[src/rtl/uart_baud_generator.sv]
// uart_baud_generator: fractional phase-accumulator baud tick generator with oversample phase counter
module uart_baud_generator #(
  parameter int ACC_WIDTH   = 16,
  parameter int OVERSAMPLE  = 16,
  parameter int DEFAULT_INC = 2416
) (
  input  logic                          clock,
  input  logic                          reset_n,
  input  logic                          enable,
  input  logic                          resync,
  input  logic                          inc_load,
  input  logic [ACC_WIDTH-1:0]          inc_value,
  output logic                          tick_os,
  output logic                          tick_bit,
  output logic                          tick_half,
  output logic [$clog2(OVERSAMPLE)-1:0] phase,
  output logic                          load_err
);
  localparam int PW = $clog2(OVERSAMPLE);
  if (OVERSAMPLE < 2 || OVERSAMPLE > 256 || (OVERSAMPLE & (OVERSAMPLE - 1)) != 0) begin : g_bad_os
    $error("OVERSAMPLE must be a power of two from 2 to 256");
  end
  logic [ACC_WIDTH-1:0] acc_q, acc_d, inc_q, inc_d;
  logic [PW-1:0]        phase_q, phase_d;
  logic                 tick_os_q, tick_os_d, tick_bit_q, tick_bit_d, tick_half_q, tick_half_d;
  logic                 load_err_q, load_err_d;
  logic [ACC_WIDTH:0]   sum;
  logic                 step;
  always_comb begin
    sum         = {1'b0, acc_q} + {1'b0, inc_q};
    step        = enable & ~resync & sum[ACC_WIDTH];
    acc_d       = resync ? '0 : enable ? sum[ACC_WIDTH-1:0] : acc_q;
    phase_d     = resync ? '0 : step ? phase_q + 1'b1 : phase_q;
    tick_os_d   = step;
    tick_bit_d  = step & (phase_q == PW'(OVERSAMPLE - 1));
    tick_half_d = step & (phase_q == PW'(OVERSAMPLE / 2 - 1));
    load_err_d  = inc_load & (inc_value == '0);
    inc_d       = (inc_load && inc_value != '0) ? inc_value : inc_q;
  end
  always_ff @(posedge clock or negedge reset_n) begin
    if (!reset_n) begin
      acc_q       <= '0;
      inc_q       <= ACC_WIDTH'(DEFAULT_INC);
      phase_q     <= '0;
      tick_os_q   <= 1'b0;
      tick_bit_q  <= 1'b0;
      tick_half_q <= 1'b0;
      load_err_q  <= 1'b0;
    end else begin
      acc_q       <= acc_d;
      inc_q       <= inc_d;
      phase_q     <= phase_d;
      tick_os_q   <= tick_os_d;
      tick_bit_q  <= tick_bit_d;
      tick_half_q <= tick_half_d;
      load_err_q  <= load_err_d;
    end
  end
  assign tick_os   = tick_os_q;
  assign tick_bit  = tick_bit_q;
  assign tick_half = tick_half_q;
  assign phase     = phase_q;
  assign load_err  = load_err_q;
endmodule
[config.mk]
export PLATFORM = sky130hd
export DESIGN_NAME = uart_baud_generator
export DESIGN_NICKNAME = d
export VERILOG_FILES = /design/src/rtl/uart_baud_generator.sv
export SDC_FILE = /design/constraint.sdc
export NUM_CORES = 1
export LEC_CHECK = 0
export CAP_MARGIN = 20
export CELL_PAD_IN_SITES_DETAIL_PLACEMENT = 1
export CELL_PAD_IN_SITES_GLOBAL_PLACEMENT = 1
export CORE_MARGIN = 2
export CORE_UTILIZATION = 35
export CTS_BUF_LIST = sky130_fd_sc_hd__clkbuf_8
export DETAILED_ROUTE_END_ITERATION = 16
export PLACE_DENSITY = 0.65
export SLEW_MARGIN = 5
export SYNTH_ARGS = -nofsm -noshare
export SYNTH_HDL_FRONTEND = slang
export SYNTH_SLANG_ARGS = --single-unit
[constraint.sdc]
create_clock -name clock -period 4.3 [get_ports clock]
set_clock_uncertainty 0.1 [all_clocks]
set_input_delay 0.645 -clock clock [delete_from_list [all_inputs] [get_ports clock]]
set_output_delay 0.645 -clock clock [all_outputs]
set_load 0.005 [all_outputs]
==> summary.md <==
| Metric | Value |
|---|---|
| Setup-failing EPs final | `0` |
| Vias in the first global route | `1967` |
| DR WL met2 | `2810 um` |
| First-pass GRT wire length | `9450 um` |
| Pint | `818 uW` |
| Final WL | `5590 um` |
| Async S/R FF share, synth | `100%` |
| Post_cts resized | `0` |
| Crit-path max FO | `5` |
| Pwr/cell area | `426 nW/um^2` |
| Worst slew pin tran | `926 ps` |
| Initial antenna violation count | `0` |
| Highest routed layer | `met4` |
| Worst skew pair latency | `290 ps` |
| CTS tree | `built` |
| Pin count of the biggest net entering global routing | `41` |
| R2r startpoint | `inc_q[0]` |
| F_max | `0.385 GHz` |
| Type of the most critical hold path | `input port to asynchronous set/reset pin` |
| NetSw | `411 uW` |
| Max VDD drop | `0.165 mV` |
| Sw Share | `33.5%` |
| Final hold violations | `0` |
| Critical path required time | `4370 ps` |
| Synthesized area | `2420 um^2` |
| Critical path endpoint | `phase[3]` |
| Congestion Overflow GR | `0` |
| Max-cap violations | `0` |
| # clock sinks | `40` |
| M1 wire length | `2590 um` |
| Share of layout cells above drive strength 1 | `12.7%` |
| Biggest area consumer among synthesized cells | `dfrtp_1` |
| Max-slew violations | `0` |
| FF-to-FF End | `phase[3]` |
| Reg2Reg Setup Slack | `1710 ps` |
| Synth Register Bits | `40` |
| Lkg Pwr | `1.25 nW` |
| Sequential share of power | `37.1%` |
| Number of buffers added on ports | `28` |
| Combinational share of power | `35.1%` |
| Wire length on met3 | `121 um` |
| Count of cell types in the netlist | `51` |
| Detail Placement HPWL | `4270 um` |
| Die Wd | `87.2 um` |
| Most frequent cell after synthesis | `dfrtp_1` |
| Sequential element share of the synthesized area | `41.6%` |
| 1st-iter DRT viols | `57` |
| Worst slack at placement | `1480 ps` |
| Number of synthesized flops with an enable pin | `0` |
| Startpoint Class | `flop` |
| R2R depth | `9` |
| Yosys top cell area share | `36.1%` |
| CTS Buf Count | `5` |
| Core region area | `6760 um^2` |
| Clk pwr share | `27.7%` |
| Final period utilization | `60.3%` |
| Critical path endpoint category | `flop` |
| Routed vias/inst | `5.45` |
| Largest cells by area after synthesis | `dfrtp_1, ha_1, dfstp_2, mux2_1, mux2i_1` |
| Fin crit period | `2590 ps` |
| Antenna violation net count after detailed routing | `0` |
| Setup Buffers After CTS | `0` |
| Ant diodes | `0` |
| Router iterations before antenna repair | `4` |
| Mean area per synthesized cell | `10.5 um^2` |
| Commonest cells post-synth | `dfrtp_1, nor2_1, ha_1` |
| Residual DRC | `0` |
| H-tree levels | `2` |
| DIE HEIGHT | `87.2 um` |
| Drt wl/cell | `16.5 um` |
| Final setup margin | `1710 ps` |
| Relative slew slack | `38.1%` |
| Fin Setup TNS | `0 ps` |
| Root buffer cell | `clkbuf_8` |
| CTS clock-pin slew for the worst setup and hold paths | `80 ps` |
| Yosys warns | `0` |
| Nets | `297` |
| Initial core utilization | `35.9%` |
| Critical setup path kind | `flop to flop` |
| RSZ-0062 raised after global routing | `false` |
| Status | `finished clean` |
| Via count | `1847` |
| Synth-to-layout area growth | `19.2%` |
| Post-Synthesis Cells | `230` |
| CTS Hold Bufs | `0` |
| Row Count | `30` |
| Post-Syn Nets | `269` |
| Die area | `7610 um^2` |
| I/O Pins | `29` |
| Final GP Congestion | `0.756` |
| Most used DFF post-synth | `dfrtp_1` |
| Worst setup startpoint | `inc_q[0]` |
| Power Total | `1.23 mW` |
| Crit path arrival time | `2670 ps` |
| Total Routing Usage GR | `15.9%` |
| Clk buf depth | `2` |
-- area by class of cell --
type / instances / area, um^2
Tap cell: 80 / 100
Sequential cell: 40 / 1010
Inverter: 9 / 33.8
Timing Repair Buffer: 28 / 275
Multi-Input combinational cell: 174 / 1350
Clock inverter: 1 / 30.0
Fill cell: 747 / 3870
Clock buffer: 7 / 96.3
-- worst min-delay path by stage --
stage             start   endpoint  slack (ps)  depth (start not counted)
2_1_floorplan   reset_n   acc_q[0]         250                          0
3_3_place_gp   phase[3]  tick_half         370                          1
3_5_place_dp   phase[3]  tick_half         380                          1
4_1_cts        phase[3]  tick_half         390                          1
5_1_grt        phase[3]  tick_half         410                          1
6_report        reset_n   acc_q[0]         390                          1
-- power groups by stage --
stage,sequential (mW),combinational (mW),clock (mW)
after CTS,0.458,0.438,0.352
after detailed placement,0.465,0.436,0
final,0.457,0.432,0.341
after floorplan,0.454,0.329,0
after global placement,0.466,0.427,0
after global routing,0.464,0.488,0.365
-- placed cells by master (no fill, tap or decap), types with 5 or more instances in the layout --
master	n
mux2i_1	10
a21oi_1	14
dfrtp_1	35
nand2_1	13
mux2_1	10
clkbuf_8	7
xnor2_1	7
dfstp_2	5
clkdlybuf4s50_1	27
mux2_2	6
nor2_1	24
nand4_1	5
inv_1	9
a22o_1	5
ha_1	17
-- flip-flops by register name (all words and copies together) (netlist names) --
signal	count
tick_half	1
phase	4
inc_q	16
tick_bit	1
load_err	1
acc_q	16
tick_os	1
-- layer usage --
layer / GRT usage (%) / up-vias
met5: 0 / -
met4: 4.06 / 0
met3: 2.94 / 6
met2: 27.9 / 22
met1: 20.2 / 931
li1: - / 888
-- stage by stage --
| stage | utilization (%) | cells | hold slack, ps | cell area (um^2) |
|---|---|---|---|---|
| detailed placement | 40.9 | 331 | 376 | 2760 |
| global route | 42.7 | 339 | 407 | 2890 |
| CTS | 42.7 | 339 | 394 | 2890 |
| global placement | 40.9 | 331 | 372 | 2760 |
| floorplan | - | 230 | 249 | 2420 |
| finish | 42.7 | 339 | 388 | 2890 |
-- cells by family (layout without fill, tap and decap cells) --
family                     Yosys count  count (layout)  synth area share, %
muxes                               26              26                 11.6
DFF                                 40              40                 41.6
AOI/OAI and AO/OA                   51              51                 16.3
buffers and inverters               16              45                 2.94
xor gates and xnor gates            11              11                 3.98
adders and majority gates           18              18                 9.60
and+or+nand+nor                     68              68                 14.1
-- critical path, cell delays in order (launching register included) --
cell	delay (ps)
dfrtp_1	390
ha_1	180
inv_1	60
fa_1	400
nand2b_2	240
a211oi_4	310
o21ai_2	140
a21boi_4	220
nand4_1	130
mux2_1	320
Power figures use the tool's default switching activity.
